[src/rtl/bch_chien_seq_pkg.sv]
// Shared GF(2^M) helpers, FSM state type and hit-vector popcount for the
// sequential Chien search.
package bch_pkg;

    typedef enum logic [1:0] {
        IDLE   = 2'd0,
        SEARCH = 2'd1,
        DONE   = 2'd2
    } state_t;

    // Widest lane-hit vector the popcount helper accepts (P <= POP_W).
    localparam int POP_W = 256;

    function automatic int bch_n(input int m);
        return (1 << m) - 1;
    endfunction

    // Polynomial-basis multiply in GF(2^m), reducing by prim_poly (x^m term included).
    function automatic logic [31:0] gf_mul(input logic [31:0] a, input logic [31:0] b,
                                           input int m, input logic [31:0] prim_poly);
        logic [31:0] acc;
        logic [31:0] x;
        acc = '0;
        x   = a;
        for (int i = 0; i < 32; i++) begin
            if (i < m) begin
                if (b[i]) acc = acc ^ x;
                x = x << 1;
                if (x[m]) x = x ^ prim_poly;
            end
        end
        return acc;
    endfunction

    // alpha^e for any integer e; negative exponents wrap modulo N.
    function automatic logic [31:0] gf_alpha_pow(input int e, input int m,
                                                 input logic [31:0] prim_poly);
        int          n;
        int          r_e;
        logic [31:0] r;
        n   = bch_n(m);
        r_e = e % n;
        if (r_e < 0) r_e = r_e + n;
        r = 32'd1;
        for (int k = 0; k < r_e; k++) r = gf_mul(r, 32'd2, m, prim_poly);
        return r;
    endfunction

    function automatic int popcount(input logic [POP_W-1:0] bits);
        int c;
        c = 0;
        for (int i = 0; i < POP_W; i++) begin
            if (bits[i]) c++;
        end
        return c;
    endfunction

endpackage

[src/rtl/bch_chien_seq_if.sv]
// Lambda-in / error-vector-out handshake bundle of the Chien search block.
interface bch_chien_seq_if
    import bch_pkg::*;
#(
    parameter int M = 5,
    parameter int T = 2
) ();
    localparam int N  = bch_n(M);
    localparam int CW = $clog2(N + 1);

    logic            in_valid;
    logic            in_ready;
    logic [T*M-1:0]  lambda;
    logic            out_valid;
    logic            out_ready;
    logic [N-1:0]    error_vector;
    logic            error_found;
    logic [CW-1:0]   err_count;
    logic            uncorrectable;

    modport master (
        output in_valid, lambda, out_ready,
        input  in_ready, out_valid, error_vector, error_found, err_count, uncorrectable
    );

    modport slave (
        input  in_valid, lambda, out_ready,
        output in_ready, out_valid, error_vector, error_found, err_count, uncorrectable
    );

endinterface

[src/rtl/bch_chien_seq_gf_const_mul.sv]
// Combinational multiply of a GF(2^M) element by the constant alpha^CONST_EXP.
module gf_const_mul
    import bch_pkg::*;
#(
    parameter int          M         = 5,
    parameter logic [31:0] PRIM_POLY = 32'h25,
    parameter int          CONST_EXP = 0
) (
    input  logic [M-1:0] a,
    output logic [M-1:0] y
);
    localparam logic [31:0] C = gf_alpha_pow(CONST_EXP, M, PRIM_POLY);

    assign y = M'(gf_mul(32'(a), C, M, PRIM_POLY));

endmodule

[src/rtl/bch_chien_seq.sv]
// Sequential Chien search: P positions per cycle, full error vector, root count
// and uncorrectable flag returned through a valid/ready handshake.
module bch_chien_seq
    import bch_pkg::*;
#(
    parameter int          M         = 5,
    parameter int          T         = 2,
    parameter int          P         = 1,
    parameter logic [31:0] PRIM_POLY = 32'h25
) (
    input logic           clk,
    input logic           rst,
    bch_chien_seq_if.slave bus
);
    localparam int N  = bch_n(M);
    localparam int S  = (N + P - 1) / P;
    localparam int CW = $clog2(N + 1);
    localparam int SW = (S > 1) ? $clog2(S) : 1;
    localparam int DW = $clog2(T + 1);

    state_t          state_q, state_d;
    logic [SW-1:0]   step_q, step_d;
    logic [M-1:0]    lam_q [1:T];
    logic [M-1:0]    lam_d [1:T];
    logic [M-1:0]    lam_step [1:T];
    logic [M-1:0]    lane_term [1:T][0:P-1];
    logic [M-1:0]    lane_sum [0:P-1];
    logic [DW-1:0]   deg_q, deg_d;
    logic [N-1:0]    vec_q, vec_d;
    logic [CW-1:0]   cnt_q, cnt_d;
    logic            unc_q, unc_d;
    logic [P-1:0]    hit;

    // lam_q[i] holds lambda_i * alpha^(-i*k*P) at step k; lane p adds alpha^(-i*p).
    for (genvar i = 1; i <= T; i++) begin : g_coef
        gf_const_mul #(.M(M), .PRIM_POLY(PRIM_POLY), .CONST_EXP(-(i * P))) u_step (
            .a (lam_q[i]),
            .y (lam_step[i])
        );
        for (genvar p = 0; p < P; p++) begin : g_lane
            gf_const_mul #(.M(M), .PRIM_POLY(PRIM_POLY), .CONST_EXP(-(i * p))) u_lane (
                .a (lam_q[i]),
                .y (lane_term[i][p])
            );
        end
    end

    // NOTE: every combinational output gets a value before any condition, so no latch is inferred.
    always_comb begin
        hit = '0;
        for (int p = 0; p < P; p++) begin
            lane_sum[p] = M'(1);
            for (int i = 1; i <= T; i++) lane_sum[p] = lane_sum[p] ^ lane_term[i][p];
            hit[p] = (lane_sum[p] == '0) && ((int'(step_q) * P + p) < N);
        end
    end

    always_comb begin
        state_d = state_q;
        step_d  = step_q;
        lam_d   = lam_q;
        deg_d   = deg_q;
        vec_d   = vec_q;
        cnt_d   = cnt_q;
        unc_d   = unc_q;
        unique case (state_q)
            IDLE: begin
                if (bus.in_valid) begin
                    state_d = SEARCH;
                    step_d  = '0;
                    vec_d   = '0;
                    cnt_d   = '0;
                    unc_d   = 1'b0;
                    deg_d   = '0;
                    for (int i = 1; i <= T; i++) begin
                        lam_d[i] = bus.lambda[i*M-1 -: M];
                        if (bus.lambda[i*M-1 -: M] != '0) deg_d = DW'(i);
                    end
                end
            end
            SEARCH: begin
                for (int p = 0; p < P; p++) begin
                    if (hit[p]) vec_d[int'(step_q) * P + p] = 1'b1;
                end
                cnt_d = cnt_q + CW'(popcount(POP_W'(hit)));
                lam_d = lam_step;
                if (step_q == SW'(S - 1)) begin
                    state_d = DONE;
                    unc_d   = (32'(cnt_d) != 32'(deg_q));
                end else begin
                    step_d = step_q + SW'(1);
                end
            end
            DONE: begin
                if (bus.out_ready) state_d = IDLE;
            end
            default: state_d = IDLE;
        endcase
    end

    // NOTE: sequential state uses non-blocking assignments so every flop samples pre-edge values.
    always_ff @(posedge clk) begin
        if (rst) begin
            state_q <= IDLE;
            step_q  <= '0;
            vec_q   <= '0;
            cnt_q   <= '0;
            unc_q   <= 1'b0;
        end else begin
            state_q <= state_d;
            step_q  <= step_d;
            vec_q   <= vec_d;
            cnt_q   <= cnt_d;
            unc_q   <= unc_d;
        end
    end

    // NOTE: coefficient/degree storage is left unreset; it is always loaded on accept before use.
    always_ff @(posedge clk) begin
        lam_q <= lam_d;
        deg_q <= deg_d;
    end

    assign bus.in_ready      = (state_q == IDLE);
    assign bus.out_valid     = (state_q == DONE);
    assign bus.error_vector  = vec_q;
    assign bus.error_found   = |vec_q;
    assign bus.err_count     = cnt_q;
    assign bus.uncorrectable = unc_q;

endmodule
[src/flat_wrapper.sv]
// flat-port wrapper written by rule: the top's interface ports become plain ports
module bch_chien_seq_flat import bch_pkg::*;
#(
    parameter int          M         = 5,
    parameter int          T         = 2,
    parameter int          P         = 1,
    parameter logic [31:0] PRIM_POLY = 32'h25
)
  (clk, rst, bus_in_valid, bus_lambda, bus_out_ready, bus_in_ready, bus_out_valid, bus_error_vector, bus_error_found, bus_err_count, bus_uncorrectable);
  bch_chien_seq_if #(.M(M), .T(T)) bus_i ();
  input logic clk;
  input logic rst;
  input wire logic [$bits(bus_i.in_valid)-1:0] bus_in_valid;
  input wire logic [$bits(bus_i.lambda)-1:0] bus_lambda;
  input wire logic [$bits(bus_i.out_ready)-1:0] bus_out_ready;
  output wire logic [$bits(bus_i.in_ready)-1:0] bus_in_ready;
  output wire logic [$bits(bus_i.out_valid)-1:0] bus_out_valid;
  output wire logic [$bits(bus_i.error_vector)-1:0] bus_error_vector;
  output wire logic [$bits(bus_i.error_found)-1:0] bus_error_found;
  output wire logic [$bits(bus_i.err_count)-1:0] bus_err_count;
  output wire logic [$bits(bus_i.uncorrectable)-1:0] bus_uncorrectable;
  assign bus_i.in_valid = bus_in_valid;
  assign bus_i.lambda = bus_lambda;
  assign bus_i.out_ready = bus_out_ready;
  assign bus_in_ready = bus_i.in_ready;
  assign bus_out_valid = bus_i.out_valid;
  assign bus_error_vector = bus_i.error_vector;
  assign bus_error_found = bus_i.error_found;
  assign bus_err_count = bus_i.err_count;
  assign bus_uncorrectable = bus_i.uncorrectable;
  bch_chien_seq #(.M(M), .T(T), .P(P), .PRIM_POLY(PRIM_POLY)) u_core (.clk(clk), .rst(rst), .bus(bus_i));
endmodule
[config.mk]
export PLATFORM = sky130hd
export DESIGN_NAME = bch_chien_seq_flat
export DESIGN_NICKNAME = d
export VERILOG_FILES = /design/src/rtl/bch_chien_seq_pkg.sv /design/src/rtl/bch_chien_seq_if.sv /design/src/rtl/bch_chien_seq_gf_const_mul.sv /design/src/rtl/bch_chien_seq.sv /design/src/flat_wrapper.sv
export SDC_FILE = /design/constraint.sdc
export NUM_CORES = 1
export LEC_CHECK = 0
export ABC_AREA = 1
export ABC_CLOCK_PERIOD_IN_PS = 3000
export BUFFER_PORTS_ARGS = -buffer_cell sky130_fd_sc_hd__clkbuf_2
export CORE_AREA = 10 10 84 86
export DETAILED_ROUTE_END_ITERATION = 8
export DIE_AREA = 0 0 94 96
export GPL_TIMING_DRIVEN = 0
export PLACE_DENSITY = 0.73
export SYNTH_ARGS = -nofsm -noshare
export SYNTH_HDL_FRONTEND = slang
export SYNTH_SLANG_ARGS = --single-unit
export TNS_END_PERCENT = 50
[constraint.sdc]
create_clock -name clk -period 3 [get_ports clk]
set_clock_uncertainty 0.2 [all_clocks]
set_input_delay 0.15 -clock clk [delete_from_list [all_inputs] [get_ports clk]]
set_output_delay 0.15 -clock clk [all_outputs]
set_load 0.02 [all_outputs]
; Word-level counts from Yosys, hierarchy flattened
; Cells that the tools add are included.
[word_totals]
ff_bits = 56
latch_bits = 0
ramBits = 0
romBits = 0
wordCells = 76
mem_count = 0
[op_classes]
n_addsub = 2
n_mul = 0
div_mod_pow = 0
order_cmp = 3
n_eq_ne = 9
shift = 0
mux = 28
bitwise = 12
n_reduce_logical = 14
[op_table]
columns = op, count
row1 = two-way mux 31 bit, 2
row2 = case mux 31 bit (2 select lines), 1
row3 = OR 31 bit, 1
row4 = OR reduction 31 bit, 1
row5 = two-way mux 3 bit, 7
row6 = case mux 10 bit (2 select lines), 1
row7 = case mux 5 bit (2 select lines), 2
row8 = two-way mux 5 bit, 3
row9 = bitwise XOR 5 bit, 3
row10 = inverter 2 bit, 7
row11 = AND reduction 3 bit, 4
row12 = two-way mux 10 bit, 1
row13 = nonzero test 5 bit, 2
row14 = "less-than comparator 5 x 6 -> 1 bit, second input constant", 1
row15 = two-way mux 2 bit, 3
row16 = "inequality test 2 bit, second input constant", 3
row17 = case mux 2 bit (3 select lines), 1
row18 = "adder 5 x 1 -> 5 bit, second input constant", 1
row19 = adder 5 bit, 1
row20 = demux 1 bit (select 5 bit), 1
row21 = "== test 5 bit, second input constant", 1
row22 = ">= comparator 5 x 1 -> 1 bit, second input constant", 1
row23 = zero test 5 bit, 1
row24 = "less-than comparator 5 bit, second input constant", 1
row25 = 11 further kinds, 18

; Logic depth before layout (Yosys ltp)
; Gate-level depths: netlist of the first run.
[depth]
ltp_word = 10
depth_mapped = 11
depth_no_buf = 11

; Cells and area by module
; Synthesis of the first run repeated with hierarchy kept, for this count alone.
[hier_totals]
hier_cells = 397
hier_area_um2 = 2966.6
[modules_own_cells]
columns = module, n_inst, cells_each, area_each_um2
row1 = bch_chien_seq, 1, 365, 2808.9
row2 = gf_const_mul (u_core.g_coef[1].g_lane[0].u_lane ...), 2, 5, 37.5
row3 = gf_const_mul (u_core.g_coef[2].u_step), 1, 13, 48.8
row4 = gf_const_mul (u_core.g_coef[1].u_step), 1, 9, 33.8

; Worst setup path after synthesis of the first run
; No wires, ideal clock.
[synth_timing]
path_type = register to register
start = reg u_core.lam_q[2] (netlist name)
end = reg u_core.unc_q, in the netlist u_core.bus.uncorrectable
setup_time_ns = 0.127
arrival_ns = 1.738
t_required_ns = 2.673
path_slack_ns = 0.935
path_stages_with_launch = 11
n_path_buf = 0
period_less_slack_ns = 2.065
path_cell_list = edfxtp_1 > inv_1 > nand2_1 > nand2_1 > nand2_1 > nor4_1 > ha_1 > ha_1 > xor2_1 > nor4_1 > a21boi_1
[synth_between]
elab_chain_len = 9
[synth_rtl]
columns = element, line
row1 = "start, declared", bch_chien_seq.sv:23  ; logic [M-1:0] lam_q [1:T];
row2 = "start signal, assigned", bch_chien_seq.sv:120  ; lam_q <= lam_d;
row3 = bitwise XOR 5 bit, bch_chien_seq.sv:53  ; for (int i = 1; i <= T; i++) lane_sum[p] = lane_sum[p] ^ lane_term[i][p];
row4 = zero test 5 bit, bch_chien_seq.sv:54  ; hit[p] = (lane_sum[p] == '0) && ((int'(step_q) * P + p) < N);
row5 = logical AND 1 bit, bch_chien_seq.sv:54
row6 = two-way mux 1 bit, bch_chien_seq_pkg.sv:53  ; if (bits[i]) c++;
row7 = two-way mux 5 bit, bch_chien_seq.sv:66  ; unique case (state_q)
row8 = adder 5 bit, bch_chien_seq.sv:85  ; cnt_d = cnt_q + CW'(popcount(POP_W'(hit)));
row9 = inequality test 5 x 2 -> 1 bit, bch_chien_seq.sv:89  ; unc_d = (32'(cnt_d) != 32'(deg_q));
row10 = two-way mux 1 bit, bch_chien_seq.sv:87  ; if (step_q == SW'(S - 1)) begin
row11 = case mux 1 bit (2 select lines), bch_chien_seq.sv:66
row12 = "end signal, assigned", bch_chien_seq.sv:114  ; unc_q <= unc_d;
row13 = "end, declared", bch_chien_seq.sv:31  ; logic unc_q, unc_d;
; No other way between the ends. The select of a mux whose other input is x is not followed.
; A chain may end at the register's enable or synchronous reset.

; Worst setup path in the final report of the first run
[layout_timing]
start = reg u_core.lam_q[5] (netlist name)
end = reg u_core.unc_q, in the netlist u_core.bus.uncorrectable
[layout_between]
elab_chain_len = 10
[layout_rtl]
columns = element, line
row1 = inverter 1 bit (no source line), --
row2 = bitwise XOR 5 bit, bch_chien_seq.sv:53
row3 = zero test 5 bit, bch_chien_seq.sv:54
row4 = logical AND 1 bit, bch_chien_seq.sv:54
row5 = two-way mux 1 bit, bch_chien_seq_pkg.sv:53
row6 = two-way mux 5 bit, bch_chien_seq.sv:66
row7 = adder 5 bit, bch_chien_seq.sv:85
row8 = inequality test 5 x 2 -> 1 bit, bch_chien_seq.sv:89
row9 = two-way mux 1 bit, bch_chien_seq.sv:87
row10 = case mux 1 bit (2 select lines), bch_chien_seq.sv:66
; No other way between the ends. The select of a mux whose other input is x is not followed.

==> results of run 1 <==
-- cells in the mapped netlist --
cell type,number,area (sq um)
nand2_1,78,292.8
inv_1,52,195.2
dfxtp_1,44,880.8
nor2_1,43,161.4
a21oi_1,42,210.2
nand3_1,13,65.06
edfxtp_1,12,360.4
o21ai_0,7,35.03
ha_1,6,75.07
nand4_1,6,37.54
xnor2_1,6,52.55
nor4_1,5,31.28
inv_2,4,15.01
xor2_1,4,35.03
buf_6,3,33.78
nand2_2,3,18.77
nor3_1,3,15.01
a211oi_2,2,25.02
buf_2,2,10.01
buf_4,2,15.01
clkbuf_1,2,7.510
nor2_2,2,12.51
nor2_4,2,22.52
a21boi_1,1,7.510
a21oi_4,1,16.27
nand2_4,1,11.26
nor3_2,1,10.01
o21ai_1,1,5.000
-- worst max-delay path, cell delays in order (launching register included) --
cell	delay, ns
edfxtp_1	0.47
inv_1	0.08
nand2_1	0.05
nand2_1	0.06
nand2_1	0.07
nor4_1	0.25
ha_1	0.25
ha_1	0.26
xor2_1	0.17
nor4_1	0.29
a21boi_1	0.10
-- layout make-up --
class / count / area [sq um] / area share, %
repair buffers: 65 / 385.4 / 11.96
multi-input cells: 227 / 1140 / 35.36
clock buffers: 8 / 90.09 / 2.795
flip-flops and latches: 56 / 1241 / 38.51
plain buffers: 9 / 66.31 / 2.057
well taps: 72 / 90.09 / 2.795
inverters: 56 / 210.2 / 6.522
-- through the flow --
| stage | std cells | hold WS [ns] | instance area, sq um | util, % | total power, mW |
|---|---|---|---|---|---|
| 2_1_floorplan | 348 | 0.1133 | 2658 | - | 0.9681 |
| 3_5_place_dp | 473 | 0.2309 | 3013 | 55.74 | 1.021 |
| 3_3_place_gp | 473 | 0.2187 | 3013 | 55.74 | 1.016 |
| 6_report | 493 | 0.08152 | 3223 | 59.63 | 1.436 |
| 5_1_grt | 493 | 0.08581 | 3223 | 59.63 | 1.504 |
| 4_1_cts | 493 | 0.07438 | 3223 | 59.63 | 1.452 |
-- metal layers --
layer  GRT usage, %  up-vias  routed length, um
li1               -     1245                  -
met1          14.32     1052               2521
met2          24.19       56               2819
met3          4.903        9                431
met4          6.835        0                133
met5              0        -                  0
-- logic make-up after synthesis --
kind of cell	after synthesis
and+or+nand+nor	157
buffers and inverters	65
DFF	56
AOI/OAI and AO/OA	54
xor gates and xnor gates	10
adders and majority gates	6
-- flip-flops by register name, summed over array words and instances, names as in the netlist --
name / cells
u_core.deg_q: 2
u_core.state_q: 2
u_core.bus.error_vector: 31
u_core.step_q: 5
u_core.bus.err_count: 5
u_core.bus.uncorrectable: 1
u_core.lam_q: 10
-- report_power, final --
group / internal [mW] / switching [mW] / leakage, nW
clock: 0.189 / 0.231 / 0.0455
combinational: 0.0729 / 0.122 / 0.844
sequential: 0.800 / 0.0208 / 0.472
-- worst min path at each step --
stage,startpoint,to,slack [ns],cells after the start
2_1_floorplan,rst,u_core.step_q[2],0.11,3
5_1_grt,bus_in_valid,u_core.deg_q[0],0.09,3
6_report,bus_in_valid,u_core.deg_q[1],0.08,3
3_3_place_gp,bus_out_ready,u_core.state_q[1],0.22,4
3_5_place_dp,bus_out_ready,u_core.state_q[1],0.23,4
4_1_cts,bus_in_valid,u_core.deg_q[1],0.07,3
==> results.json, run 1 <==
{
  "nFillCells": 530,
  "drt_drc_violations_left": 0,
  "grt_pass1_vias": 2319,
  "drv_cap": 0,
  "leakagePower_nw": 1.362,
  "dr.pass1.iters": 5,
  "dpl.hpwl_um": 4553,
  "hold_violations": 0,
  "start_util_pct": 49.17,
  "dp_slack_ns": 0.6829,
  "seq_area_frac_synth_pct": 46.70,
  "clock.fmax_mhz": 422.3,
  "clock_latency_ns": 0.31,
  "hp-class": "in -> reg",
  "drt_iter0_markers": 68,
  "nNetsFinal": 440,
  "r2r_end": "u_core.bus.uncorrectable",
  "ys_seq_elements": 56,
  "synth_top_family_by_area": "simple AND/OR/NAND/NOR gates",
  "vdd_drop_max_mv": 0.3119,
  "wl_per_cell_um": 11.98,
  "synth_compound_area_share_pct": 11.25,
  "coreArea_sq_um": 5405,
  "vias": 2362,
  "cts_tree": "built",
  "dieWidth_um": 94,
  "synthAdderAreaFrac_pct": 2.825,
  "min_period_over_period_pct": 78.93,
  "ys_warn_count": 0,
  "path_clk_slew_ns": 0.09,
  "die_h_um": 96,
  "port_buffers": 53,
  "grt_remaining_overflow": 0,
  "cts_root_buffer": "clkbuf_8",
  "avgSynthCellArea_sq_um": 7.637,
  "layout_setup_ws_ns": 0.6321,
  "cp.required_ns": 3.00,
  "wl_um": 5905,
  "critPathLaunch": "u_core.lam_q[5]",
  "power_density_nw_per_um2": 445.6,
  "hold_buffers": 12,
  "grt_pass1_wl_um": 10050,
  "die-area_sq_um": 9024,
  "endpoint": "u_core.bus.uncorrectable",
  "fin_crit_ns": 2.368,
  "start_kind": "flip-flop",
  "gp_congestion": 0.8752,
  "final_cell_mix": "nand2_1 (78), clkbuf_2 (53), inv_1 (52), dfxtp_1 (44), nor2_1 (43)",
  "cts_buffers": 5,
  "drive_above_1_share_pct": 19.48,
  "row_count": 27,
  "cts.repair.resized": 0,
  "postRouteAntennaNets": 0,
  "antenna_found_initial": 0,
  "crit_type": "reg -> reg",
  "synthMuxAreaShare_pct": 0,
  "ff2ff_path_depth": 10,
  "diodes": 0,
  "maxSlewHeadroom_pct": 67.02,
  "yosys.area_share.simple_pct": 25.52,
  "area_growth_pct": 21.28,
  "finalMaxSlewViolations": 0,
  "clockBufferDepth": 2,
  "synth_xor_area_share_pct": 3.296,
  "r2r_start": "u_core.lam_q[5]",
  "reg2reg_slack_ns": 0.63,
  "cp_max_fo": 4,
  "rsz0062_at_grt": "false",
  "synth_cells": 348,
  "vias_per_cell": 4.791,
  "synth_cell_type_count": 28,
  "status": "finished, final reports clean",
  "cts-htree-levels": 2,
  "final_common_cell": "nand2_1",
  "post_cts_buffers": 0,
  "ios": 54,
  "syn_area_sq_um": 2658,
  "end_kind": "flip-flop",
  "clkSinkCount": 56,
  "cp.arrival_ns": 2.36,
  "fin_setup_tns_ns": 0,
  "gr-usage-all-layers_pct": 13.76,
  "tightest_slew_ns": 0.4947,
  "syn_nets": 368,
  "grt_max_degree": 16,
  "setup_viol": 0
}
No activity file was read; power rests on OpenSTA's default activity.
==> run 2, diff against run 1 <==
--- a/config.mk
+++ b/config.mk
@@ -5,8 +5,8 @@
 export SDC_FILE = /design/constraint.sdc
 export NUM_CORES = 1
 export LEC_CHECK = 0
-export ABC_AREA = 1
-export ABC_CLOCK_PERIOD_IN_PS = 3000
+export ABC_AREA = 0
+export ABC_CLOCK_PERIOD_IN_PS = 2050
 export BUFFER_PORTS_ARGS = -buffer_cell sky130_fd_sc_hd__clkbuf_2
 export CORE_AREA = 10 10 84 86
 export DETAILED_ROUTE_END_ITERATION = 8
==> constraint.sdc (replaced) <==
create_clock -name clk -period 2.05 [get_ports clk]
set_clock_uncertainty 0.2 [all_clocks]
set_input_delay 0.1025 -clock clk [delete_from_list [all_inputs] [get_ports clk]]
set_output_delay 0.1025 -clock clk [all_outputs]
set_load 0.02 [all_outputs]
==> run 2 against run 1 <==
The run now ends with negative setup slack left. Non-clock buffer count grew 11. Utilization grew 0.79 points. Largest power group unchanged. Via count is 6.7% lower. Register-to-register slack got worse by 0.88 ns. Combinational power grew 53%. Clock-buffer cell count shrank 3. Critical endpoint unchanged. Clock power increased by 51%.
==> results.json, run 2 <==
{
  "syn_area_sq_um": 2511,
  "final_cell_area_sq_um": 3266,
  "dr_wl_met3_um": 556,
  "rsz0062_at_grt": "true",
  "dr_wl_met2_um": 2899,
  "ys_dominant_reg_cell": "dfxtp_1",
  "crit_type": "reg -> reg",
  "synth_compound_area_share_pct": 17.99,
  "nNetsFinal": 347,
  "clock_latency_ns": 0.32,
  "leakagePower_nw": 1.389,
  "synth_cell_type_count": 43,
  "clock.fmax_mhz": 434.4,
  "drt_drc_violations_left": 0,
  "clkSinkCount": 56,
  "status": "complete, but fails checks",
  "cts_buffers": 5,
  "crit_path_max_incr_delay_ns": 0.48,
  "antenna_found_initial": 0,
  "tightest_slew_ns": 0.6192,
  "area_growth_pct": 30.04,
  "crit_buf_inv": 0,
  "grt_remaining_overflow": 0,
  "ios": 54,
  "highest_layer": "met4",
  "grt_pass1_vias": 2107,
  "wl_um": 6315,
  "avgSynthCellArea_sq_um": 10.25,
  "grt_pass1_wl_um": 10470,
  "synth_top_area_cell": "dfxtp_1",
  "synth_edf_count": 12,
  "cts-htree-levels": 2,
  "wl_per_cell_um": 15.79,
  "vias": 2203,
  "cp.arrival_ns": 2.30,
  "final_cell_mix": "clkbuf_2 (54), dfxtp_1 (41), nand2_1 (32), a22o_1 (30), nor2_1 (24)",
  "fin_crit_ns": 2.302,
  "cp.required_ns": 2.05,
  "wl_met1_um": 2752,
  "yosys-top-cells-area": "dfxtp_1 (35%), edfxtp_1 (14%), a22o_1 (10%)",
  "drv_cap": 0,
  "clockBufferDepth": 2,
  "finalMaxSlewViolations": 0,
  "start_kind": "flip-flop",
  "synthAdderAreaFrac_pct": 2.990,
  "hold_violations": 0,
  "netlist.area_leader.share_pct": 35.08,
  "cts_tree": "built",
  "crit_top_cell": "ha_4",
  "postRouteAntennaNets": 0,
  "async_flop_share_pct": 0,
  "placed_area_sq_um": 2902,
  "final_common_cell": "clkbuf_2",
  "crit_family": "simple AND/OR/NAND/NOR gates",
  "cp_cell_sequence": "xnor2_2, o311ai_4, nor3_4, ha_4, ha_4, nand2_1, or4_4, nand3_2, a311oi_1",
  "instances_no_fill": 400,
  "syn_nets": 265,
  "cp_max_fo": 4,
  "largest_reg_flops": 31,
  "drive_above_1_share_pct": 31.71,
  "gr-usage-all-layers_pct": 14.27,
  "hp-class": "reg -> reg",
  "maxSlewHeadroom_pct": 58.68,
  "synth_xor_area_share_pct": 4.883,
  "synth_cells": 245,
  "dp.cells": 370,
  "die_h_um": 96,
  "drt_iter0_markers": 108,
  "dpl.hpwl_um": 4586,
  "min_period_over_period_pct": 112.3,
  "power_density_nw_per_um2": 651.0,
  "yosys.area_share.simple_pct": 20.98,
  "diodes": 0,
  "port_buffers": 53,
  "yosysMostFrequentCell": "dfxtp_1",
  "vdd_drop_max_mv": 0.3658,
  "vias_per_cell": 5.508,
  "layout_setup_ws_ns": -0.2520,
  "cts_root_buffer": "clkbuf_8",
  "coreArea_sq_um": 5405,
  "end_kind": "flip-flop",
  "dieWidth_um": 94,
  "die-area_sq_um": 9024,
  "violations": "negative setup slack",
  "synth_common_cells": "dfxtp_1 (44), nand2_1 (33), a22o_1 (30), nor2_1 (24), edfxtp_1 (12)",
  "dr.pass1.iters": 4,
  "seq_area_frac_synth_pct": 49.43,
  "cp_slowest_cell": "edfxtp_1",
  "path_clk_slew_ns": 0.11,
  "gp_congestion": 0.7855,
  "ys_warn_count": 0,
  "grt_max_degree": 20,
  "start_util_pct": 46.46,
  "row_count": 27,
  "setup_viol": 3,
  "ys_seq_elements": 56,
  "synthMuxAreaShare_pct": 0.8470,
  "synth_top_family_by_area": "simple AND/OR/NAND/NOR gates"
}
[run 2: changes by cell type after synthesis, moves of 4 or more]
cell / delta
inv_1: -48
nand2_1: -45
a21oi_1: -37
a22o_1: +30
nor2_1: -19
nand3_1: -10
a22oi_1: +5
clkbuf_1: +4
nand4_1: -4
xnor2_1: +4
[run 2: area by class of cell]
cell class | count | area (sq um)
inverters | 6 | 22.52
plain buffers | 10 | 58.81
repair buffers | 75 | 466.7
multi-input cells | 173 | 1289
well taps | 72 | 90.09
flip-flops and latches | 56 | 1245
clock buffers | 5 | 68.82
clock inverters | 3 | 25.02
fillers | 449 | 2140
[run 2: cells by family (layout without fill, tap and decap cells)]
family | Yosys count | in the layout
fa+ha+maj | 6 | 6
simple gates | 97 | 97
compound gates | 54 | 54
buf+inv | 16 | 99
xor+xnor | 14 | 14
mux | 2 | 2
flops | 56 | 56
[run 2: repair_timing]
item | in CTS | in global routing
pin swaps | 8 | 5
setup endpoints to repair | 6 | 15
hold buffers | 13 | 0
buffers inserted | 8 | 2
endpoints found under the hold margin | 19 | 0
gates resized for setup | 9 | 10
gates cloned | 0 | 0
[run 2: layer usage]
layer	track usage [%]	vias to the layer above
met5	0	-
met3	4.981	9
li1	-	1059
met4	5.316	0
met2	23.44	69
met1	16.89	1066
[run 2: power breakdown]
group	internal [mW]	switching [mW]	total, mW
clock network	0.250	0.384	0.634
registers	1.16	0.0311	1.19
logic	0.124	0.175	0.299
total	1.54	0.591	2.13
[run 2: path summary, 6_finish.rpt]
path	startpoint	endpoint	slack [ns]	cells after the start
worst min register to register	u_core.bus.error_vector[18]	u_core.bus.error_vector[18]	0.30	1
worst max-delay path	u_core.lam_q[1]	u_core.bus.uncorrectable	-0.25	9
worst max register to register	u_core.lam_q[1]	u_core.bus.uncorrectable	-0.25	9
worst min-delay path	u_core.bus.error_vector[18]	u_core.bus.error_vector[18]	0.30	1
[run 2: per-stage QoR]
stage	power [mW]	setup WS (ns)	setup TNS [ns]	utilization (%)	hold WS (ns)
final	2.126	-0.2520	-0.4317	60.42	0.3040
after floorplan	1.384	-0.3955	-0.8415	-	0.08072
after global placement	1.439	-0.6217	-1.790	53.68	0.1741
after CTS	2.130	-0.2525	-0.3190	59.58	0.3080
after detailed placement	1.447	-0.6173	-1.952	53.68	0.1885
after global routing	2.215	-0.3931	-0.8591	60.42	0.3217
==> run 3, diff against run 2 <==
==> constraint.sdc (replaced) <==
create_clock -name clk -period 2.05 [get_ports clk]
set_clock_uncertainty 0.2 [all_clocks]
set_input_delay 0.3075 -clock clk [delete_from_list [all_inputs] [get_ports clk]]
set_output_delay 0.3075 -clock clk [all_outputs]
set_load 0.05 [all_outputs]
==> run 3 against run 2 <==
The run still ends with negative setup slack left. Worst setup slack got worse by 0.13 ns. Largest power group unchanged. Utilization is 3.2 points lower. Wire length shrank 4.4%.
==> results.json, run 3 (synthesized netlist as in run 2, its figures left out) <==
{
  "vias_per_cell": 5.448,
  "gr-usage-all-layers_pct": 13.17,
  "nNetsFinal": 331,
  "drt_iter0_markers": 116,
  "leakagePower_nw": 1.320,
  "instances_no_fill": 384,
  "multi_input_comb_area_sq_um": 1266,
  "end_kind": "flip-flop",
  "start_kind": "flip-flop",
  "grt_max_degree": 20,
  "largest_reg_flops": 31,
  "drt_drc_violations_left": 0,
  "cp_max_fo": 5,
  "maxSlewHeadroom_pct": 63.32,
  "cts_root_buffer": "clkbuf_8",
  "dpl.hpwl_um": 4453,
  "wl_per_cell_um": 15.72,
  "grt_pass1_wl_um": 9722,
  "hp-class": "in -> reg",
  "postRouteAntennaNets": 0,
  "cp.required_ns": 2.03,
  "path_clk_slew_ns": 0.10,
  "vias": 2092,
  "clkSinkCount": 56,
  "dp.cells": 370,
  "violations": "negative setup slack",
  "drive_above_1_share_pct": 31.41,
  "diodes": 0,
  "die-area_sq_um": 9024,
  "ios": 54,
  "rsz0062_at_grt": "true",
  "hold_violations": 0,
  "final_common_cell": "clkbuf_2",
  "regArea_sq_um": 1244,
  "gp_congestion": 0.7775,
  "die_h_um": 96,
  "min_period_over_period_pct": 118.4,
  "cp_cell_sequence": "xnor2_2, o311ai_4, nor3_4, ha_2, ha_4, nand2_1, or4_1, nand3_1, a311oi_1",
  "layout_setup_ws_ns": -0.3775,
  "vdd_drop_max_mv": 0.3248,
  "dr.pass1.iters": 4,
  "status": "complete, but fails checks",
  "port_buffers": 53,
  "wl_um": 6035,
  "area_growth_pct": 23.22,
  "cp_slowest_cell": "edfxtp_1",
  "power_density_nw_per_um2": 679.3,
  "drv_cap": 0,
  "coreArea_sq_um": 5405,
  "fin_crit_ns": 2.427,
  "cp.arrival_ns": 2.41,
  "setup_viol": 4,
  "dieWidth_um": 94,
  "clockBufferDepth": 2,
  "crit_type": "reg -> reg",
  "placed_area_sq_um": 2884,
  "tightest_slew_ns": 0.5497,
  "grt_remaining_overflow": 0,
  "grt_pass1_vias": 1996,
  "clock.fmax_mhz": 412.0,
  "cts-htree-levels": 2,
  "crit_path_max_incr_delay_ns": 0.49,
  "nFillCells": 469,
  "antenna_found_initial": 0,
  "row_count": 27,
  "dp_slack_ns": -0.5975,
  "hold_buffers": 0,
  "final_util_pct": 57.25,
  "cts_buffers": 5,
  "final_cell_area_sq_um": 3094,
  "start_util_pct": 46.46,
  "final_cell_mix": "clkbuf_2 (52), dfxtp_1 (42), nand2_1 (32), a22o_1 (30), nor2_1 (23)",
  "finalMaxSlewViolations": 0,
  "cts_tree": "built",
  "clock_latency_ns": 0.31
}
## run 3: path summary, 6_finish.rpt
kind	start	end	slack, ns	cells after the start
hold / removal	bus_out_ready	u_core.state_q[1]	0.07	4
hold reg to reg	u_core.bus.error_vector[18]	u_core.bus.error_vector[18]	0.31	1
setup / recovery	u_core.lam_q[1]	u_core.bus.uncorrectable	-0.38	9
setup reg to reg	u_core.lam_q[1]	u_core.bus.uncorrectable	-0.38	9
## run 3: worst max-delay path, delay by kind of cell (launching register included)
family                   cells  cell delay (ns)
AO/OA/AOI/OAI                2             0.23
adder cells (fa/ha/maj)      2             0.39
XOR/XNOR                     1             0.25
flip-flops                   1             0.49
AND/OR/NAND/NOR              4             0.73
## run 3: metrics by stage
stage / setup TNS (ns) / power, mW / hold slack (ns)
2_1_floorplan: -0.7570 / 1.391 / 0.2857
5_1_grt: -1.138 / 2.185 / 0.08181
6_report: -0.8368 / 2.102 / 0.06694
3_3_place_gp: -1.636 / 1.446 / 0.2856
3_5_place_dp: -1.916 / 1.451 / 0.2956
4_1_cts: -0.7261 / 2.116 / 0.05989
## run 3: report_power, final
| group | internal, mW | switching, mW |
|---|---|---|
| Clock | 0.253 | 0.374 |
| Sequential | 1.16 | 0.0313 |
| Combinational | 0.108 | 0.175 |
## run 3: repair_timing
item,4_1_cts,5_1_grt
pin swaps,7,3
setup endpoints to repair,7,6
endpoints found under the hold margin,0,0
resized for setup,13,1
setup buffers,5,1
## run 3: metal layers
metal	up-vias	part of all wire [%]	global-route usage, %
met3	4	7.6	4.903
met5	-	0	0
met4	0	0.56	3.038
met2	58	46	21.83
met1	1004	46	15.93
li1	1026	-	-
## run 3: layout make-up
type                       instances  share of cell area, %
clock buffer                       5                  2.224
timing repair buffer              59                  10.31
sequential                        56                  40.19
buffer                            10                  1.860
clock inverter                     3                 0.8492
inverter                           6                 0.7279
multi-input combinational        173                  40.92
tap                               72                  2.911
